--- config.mk ---
export PLATFORM = sky130hd
export DESIGN_NAME = sorter
export DESIGN_NICKNAME = d
export VERILOG_FILES = /design/src/rtl/sorter_pkg.sv /design/src/rtl/sorter_cmp_swap.sv /design/src/rtl/sorter.sv
export SDC_FILE = /design/constraint.sdc
export NUM_CORES = 1
export LEC_CHECK = 0
export ABC_AREA = 1
export BUFFER_PORTS_ARGS = -buffer_cell sky130_fd_sc_hd__buf_2
export CAP_MARGIN = 20
export CORE_ASPECT_RATIO = 0.7
export CORE_MARGIN = 2
export CORE_UTILIZATION = 56
export DETAILED_ROUTE_END_ITERATION = 10
export GPL_TIMING_DRIVEN = 0
export PLACE_DENSITY = 0.81
export SYNTH_ARGS = -nofsm -noshare
export SYNTH_HDL_FRONTEND = slang
export SYNTH_HIERARCHICAL = 1
export SYNTH_SLANG_ARGS = --single-unit
--- constraint.sdc ---
create_clock -name clk -period 1.6 [get_ports clk]
set_input_delay 0.08 -clock clk [delete_from_list [all_inputs] [get_ports clk]]
set_output_delay 0.08 -clock clk [all_outputs]
set_load 0.01 [all_outputs]
--- src/rtl/sorter_pkg.sv ---
// Shared constants for the 8-lane sorting network: lane count, the Batcher
// odd-even merge comparator table, and lane addressing helpers.
package sorter_pkg;

  localparam int N_ELEM  = 8;
  localparam int N_LEVEL = 6;
  localparam int N_CMP   = 19;

  // Comparator table: entry c exchanges lanes CMP_A[c] < CMP_B[c] at level CMP_LVL[c].
  localparam int CMP_LVL [N_CMP] = '{0, 0, 0, 0,
                                     1, 1, 1, 1,
                                     2, 2,
                                     3, 3, 3, 3,
                                     4, 4,
                                     5, 5, 5};
  localparam int CMP_A   [N_CMP] = '{0, 2, 4, 6,
                                     0, 1, 4, 5,
                                     1, 5,
                                     0, 1, 2, 3,
                                     2, 3,
                                     1, 3, 5};
  localparam int CMP_B   [N_CMP] = '{1, 3, 5, 7,
                                     2, 3, 6, 7,
                                     2, 6,
                                     4, 5, 6, 7,
                                     4, 5,
                                     2, 4, 6};

  // Bit offset of lane idx inside a packed bus of width-bit lanes.
  function automatic int lane_lsb(input int idx, input int width);
    return idx * width;
  endfunction

  // True when lane idx is touched by some comparator at level lvl.
  function automatic bit lane_busy(input int lvl, input int idx);
    bit hit;
    hit = 1'b0;
    for (int c = 0; c < N_CMP; c++) begin
      if (CMP_LVL[c] == lvl && (CMP_A[c] == idx || CMP_B[c] == idx)) hit = 1'b1;
    end
    return hit;
  endfunction

  // Extract one 8-bit lane from a packed 64-bit word.
  function automatic logic [7:0] unpack_lane8(input logic [8*N_ELEM-1:0] bus, input int idx);
    return bus[idx*8 +: 8];
  endfunction

  // Insert one 8-bit lane into a packed 64-bit word.
  function automatic logic [8*N_ELEM-1:0] pack_lane8(input logic [8*N_ELEM-1:0] bus,
                                                     input int idx,
                                                     input logic [7:0] val);
    logic [8*N_ELEM-1:0] r;
    r = bus;
    r[idx*8 +: 8] = val;
    return r;
  endfunction

endpackage

--- src/rtl/sorter_cmp_swap.sv ---
// Unsigned compare-exchange cell: the smaller value leaves on lo, the larger on hi.
module cmp_swap #(
  parameter int WIDTH = 8
) (
  input  logic [WIDTH-1:0] a,
  input  logic [WIDTH-1:0] b,
  output logic [WIDTH-1:0] lo,
  output logic [WIDTH-1:0] hi
);

  logic a_le_b;

  // Ties keep a on the low side; equal values are indistinguishable anyway.
  always_comb begin
    a_le_b = (a <= b);
    lo     = a_le_b ? a : b;
    hi     = a_le_b ? b : a;
  end

endmodule

--- src/rtl/sorter.sv ---
// Eight-lane ascending sorter: a combinational 19-comparator Batcher odd-even
// merge network feeding a single output register. One set in per clock,
// sorted result one cycle later; lane 0 holds the minimum.
module sorter
  import sorter_pkg::*;
#(
  parameter int WIDTH = 8
) (
  input  logic                    clk,
  input  logic                    rst,
  input  logic [N_ELEM*WIDTH-1:0] sortIn,
  output logic [N_ELEM*WIDTH-1:0] sortOut
);

  localparam int BUS_W = N_ELEM * WIDTH;

  logic [BUS_W-1:0] sorted_p0;

  // Stage p0: six comparator levels, purely combinational.
  for (genvar gl = 0; gl < N_LEVEL; gl++) begin : g_lvl
    logic [BUS_W-1:0] in_v;
    logic [BUS_W-1:0] out_v;

    if (gl == 0) begin : g_src_in
      assign in_v = sortIn;
    end else begin : g_src_prev
      assign in_v = g_lvl[gl-1].out_v;
    end

    for (genvar gc = 0; gc < N_CMP; gc++) begin : g_cmp
      if (CMP_LVL[gc] == gl) begin : g_cell
        cmp_swap #(.WIDTH(WIDTH)) u_cmp (
          .a  (in_v [lane_lsb(CMP_A[gc], WIDTH) +: WIDTH]),
          .b  (in_v [lane_lsb(CMP_B[gc], WIDTH) +: WIDTH]),
          .lo (out_v[lane_lsb(CMP_A[gc], WIDTH) +: WIDTH]),
          .hi (out_v[lane_lsb(CMP_B[gc], WIDTH) +: WIDTH])
        );
      end
    end

    for (genvar gk = 0; gk < N_ELEM; gk++) begin : g_pass
      if (!lane_busy(gl, gk)) begin : g_wire
        assign out_v[lane_lsb(gk, WIDTH) +: WIDTH] = in_v[lane_lsb(gk, WIDTH) +: WIDTH];
      end
    end
  end

  assign sorted_p0 = g_lvl[N_LEVEL-1].out_v;

  // Stage p0 -> p1: output register, cleared asynchronously so reset discards in-flight data.
  always_ff @(posedge clk or posedge rst) begin
    if (rst) begin
      sortOut <= '0;
    end else begin
      sortOut <= sorted_p0;
    end
  end

endmodule

==> results of run 1 <==
==> through the flow <==
stage                     setup slack [ns]  hold slack, ns
after detailed placement             -5.66           0.172
after global placement               -5.47           0.489
after floorplan                      -4.67           0.420
after CTS                            -5.02           0.338
==> repair_timing <==
item / in CTS
hold buffers: 1
setup buffers: 272
cloned: 21
gates resized for setup: 454
endpoints found under the hold margin: 25
setup endpoints to repair: 64
pin swaps: 202
==> logic make-up after synthesis <==
kind of cell	Yosys count	synth area share
simple gates	1178	0.559
buf+inv	267	0.118
fa+ha+maj	152	0.160
flops	64	0.135
compound gates	57	0.0280
==> synthesized netlist by cell type (38+ instances only) <==
cell / number
nand2_1: 342
nand2_2: 418
nand3_1: 304
nand2_4: 38
a21oi_1: 38
ha_1: 152
inv_1: 191
dfrtp_1: 64
==> flow_summary.json, run 1 <==
{
  "place.gp.congestion": 0.899,
  "die_w_um": 178,
  "clock_sinks": 64,
  "clock-root-buffer": "clkbuf_16",
  "synth.top_cell.area_share": 0.220,
  "grt_max_degree": 40,
  "dp.final_hpwl_mm": 27.9,
  "synthArstFlopShare": 1.00,
  "dpl-instance-area_um2": 14500,
  "placed_cells": 2124,
  "rows": 44,
  "yosysSeqAreaShare": 0.135,
  "clockBufferDepth": 2,
  "status": "did not finish",
  "synthCells": 1718,
  "synth_top_area_cell": "nand2_2",
  "synthFlopType": "dfrtp_1",
  "htreeDepth": 3,
  "synth_nets": 1936,
  "yosys_warnings": 6,
  "synth_cell_types": 17,
  "synthTopCellsByArea": "nand2_2 (22%), ha_1 (16%), dfrtp_1 (13%)",
  "start_util": 0.572,
  "die_h_um": 126,
  "io_buffers": 129,
  "synth_seq_cells": 64,
  "firstError": "[ERROR DPL-0038] Utilization greater than 100%, impossible to legalize",
  "cts-buffers-inserted": 9,
  "ios": 130,
  "stop_stage": "global routing",
  "synth_edf_count": 0,
  "avgSynthCellArea_um2": 6.93,
  "endpoint_type": "register data pin",
  "syn_area_um2": 11900,
  "grt_repair_worst_endpoint": "sortOut[36]$_DFF_PP0_/D"
}
==> inputs of run 2 (changes only) <==
--- a/config.mk
+++ b/config.mk
@@ -8,12 +8,11 @@
 export ABC_AREA = 1
 export BUFFER_PORTS_ARGS = -buffer_cell sky130_fd_sc_hd__buf_2
 export CAP_MARGIN = 20
-export CORE_ASPECT_RATIO = 0.7
 export CORE_MARGIN = 2
-export CORE_UTILIZATION = 56
+export CORE_UTILIZATION = 40
 export DETAILED_ROUTE_END_ITERATION = 10
 export GPL_TIMING_DRIVEN = 0
-export PLACE_DENSITY = 0.81
+export PLACE_DENSITY_LB_ADDON = 0.15
 export SYNTH_ARGS = -nofsm -noshare
 export SYNTH_HDL_FRONTEND = slang
 export SYNTH_HIERARCHICAL = 1
==> constraint.sdc (replaced) <==
create_clock -name clk -period 2.1 [get_ports clk]
set_input_delay 0.105 -clock clk [delete_from_list [all_inputs] [get_ports clk]]
set_output_delay 0.105 -clock clk [all_outputs]
set_load 0.01 [all_outputs]
==> flow_summary.json, run 2 <==
{
  "status": "complete, but fails checks",
  "violations": "setup timing",
  "dpl-instance-area_um2": 14600,
  "io_buffers": 129,
  "htreeDepth": 3,
  "grt_pass1_vias": 11257,
  "finalSetupTns_ns": -247.31,
  "path_max_fanout": 8,
  "rsz0062_at_grt": "true",
  "final_common_cell": "nand2_2",
  "synth_top_area_cell": "nand2_2",
  "max_slew_margin": 0.520,
  "cts_tree": "done",
  "cts-buffers-inserted": 9,
  "nets": 2303,
  "place.gp.congestion": 0.883,
  "use_met1": 0.289,
  "required_ns": 2.33,
  "core_area_um2": 29500,
  "synthTopCellsByArea": "nand2_2 (22%), ha_1 (16%), dfrtp_1 (13%)",
  "min-delay-start": "sortIn[57]",
  "setup_viol": 64,
  "post_drt_wl_per_cell_um": 15.8,
  "vias_per_cell": 5.09,
  "synth_common_cells": "nand2_2 (418), nand2_1 (342), nand3_1 (304)",
  "hold_viol_final": 0,
  "drtAntennaViolNets": 0,
  "synth.top_cell.area_share": 0.220,
  "antenna_found_initial": 0,
  "path_buf_inv": 17,
  "reg.largest.list": "sortOut (64)",
  "clock_sinks": 64,
  "grtUsageTotal": 0.227,
  "cp-start-kind": "input port",
  "diodes": 0,
  "min_to": "sortOut[57]",
  "die_h_um": 176,
  "cp-startpoint": "sortIn[55]",
  "final_cell_mix": "nand2_2 (334), nand3_1 (266), nand2_1 (244), nand2_4 (206), buf_4 (199)",
  "placed_cells": 2238,
  "avgSynthCellArea_um2": 6.93,
  "crit_arrival_ns": 7.14,
  "ios": 130,
  "area_growth_pct": 57.4,
  "cpPeakStageDelay_ns": 0.29,
  "hold_class": "input port to flip-flop",
  "clockBufferDepth": 2,
  "grtUsageMet2": 0.415,
  "grt_pass1_wl_mm": 56.7,
  "start_util": 0.404,
  "rows": 63,
  "maxCapViolCount": 0,
  "clock-root-buffer": "clkbuf_16",
  "yosys_warnings": 6,
  "synthCells": 1718,
  "synthFlopType": "dfrtp_1",
  "num_vias": 12613,
  "syn_area_um2": 11900,
  "path_delay_family": "simple AND/OR/NAND/NOR gates",
  "max_freq_ghz": 0.145,
  "grt_overflow": 0,
  "critical_path_class": "input port to flip-flop",
  "period_minus_slack_ns": 6.91,
  "grt_max_degree": 36,
  "drive_gt1_frac": 0.622,
  "drtIter0Drc": 630,
  "worst_slew_pin_slew_ns": 0.718,
  "synth_edf_count": 0,
  "largest_reg_flops": 64,
  "finalCritPeriodShare": 3.29,
  "yosysMostFrequentCell": "nand2_2",
  "fillers": 2490,
  "crit_slowest_cell": "ha_4",
  "synth_cell_types": 17,
  "met3_usage": 0.0205,
  "final_cell_area_um2": 18700,
  "layout_setup_ws_ns": -4.81,
  "synthArstFlopShare": 1.00,
  "crit_cells": 61,
  "synth_seq_cells": 64,
  "hold_depth": 7,
  "path_clk_slew_ns": 0.07,
  "die_w_um": 176,
  "dp.final_hpwl_mm": 28.4,
  "die-area_um2": 31100,
  "drc": 0,
  "end_kind": "flip-flop",
  "busiest_layer": "met2",
  "largest_register": "sortOut",
  "final_cell_count_no_fill": 2480,
  "drt_pass1_iterations": 7,
  "yosysSeqAreaShare": 0.135,
  "cpMostUsedCell": "nand2_4",
  "slew_violations": 0,
  "synth_nets": 1936,
  "routed_wl_mm": 39.2
}
-- run 2: cell counts after synthesis --
Identical to the previous run, type by type.
-- run 2: stage by stage --
step	utilization	hold WS (ns)	worst slack, ns
after floorplan	-	0.445	-4.20
after global placement	0.496	0.514	-5.12
after detailed placement	0.496	0.265	-5.26
after CTS	0.547	0.294	-4.60
after global routing	0.635	0.306	-5.14
final	0.635	0.289	-4.81
-- run 2: final cells by class --
cell class	count	area, um^2	share of cell area
multi-input cells	1389	11800	0.632
clock buffers	10	239	0.0128
repair buffers	354	2900	0.155
well taps	390	488	0.0261
flip-flops and latches	64	1600	0.0855
clock inverters	6	92.6	0.00494
inverters	210	816	0.0436
plain buffers	57	767	0.0409
-- run 2: cells by family after synthesis --
logic type | Yosys count | synth area share
DFF | 64 | 0.135
adders and majority gates | 152 | 0.160
buffers and inverters | 267 | 0.118
AOI/OAI and AO/OA | 57 | 0.0280
and+or+nand+nor | 1178 | 0.559
-- run 2: worst max path at each step --
stage / slack [ns] / end
CTS: -4.60 / sortOut[14]
global route: -5.14 / sortOut[19]
global placement: -5.12 / sortOut[21]
detailed placement: -5.26 / sortOut[14]
finish: -4.81 / sortOut[19]
floorplan: -4.20 / sortOut[33]
-- run 2: what timing repair did --
action                     in CTS  in global routing
buffers inserted               77                126
hold buffers                    1                  0
setup endpoints to repair      64                 64
gates cloned                    8                 14
hold endpoints to repair       34                  0
gates resized for setup        77                300
pin swaps                      30                174
-- run 2: metal layers --
layer / wire (um) / up-vias / part of all wire
li1: - / 6244 / -
met1: 16600 / 5999 / 0.42
met2: 20200 / 295 / 0.51
met3: 1440 / 75 / 0.037
met4: 1040 / 0 / 0.026
met5: 0 / - / 0
Power of run 2 is not shown: default switching activity piles up to over one toggle a cycle in this logic, so the estimate is an artifact.
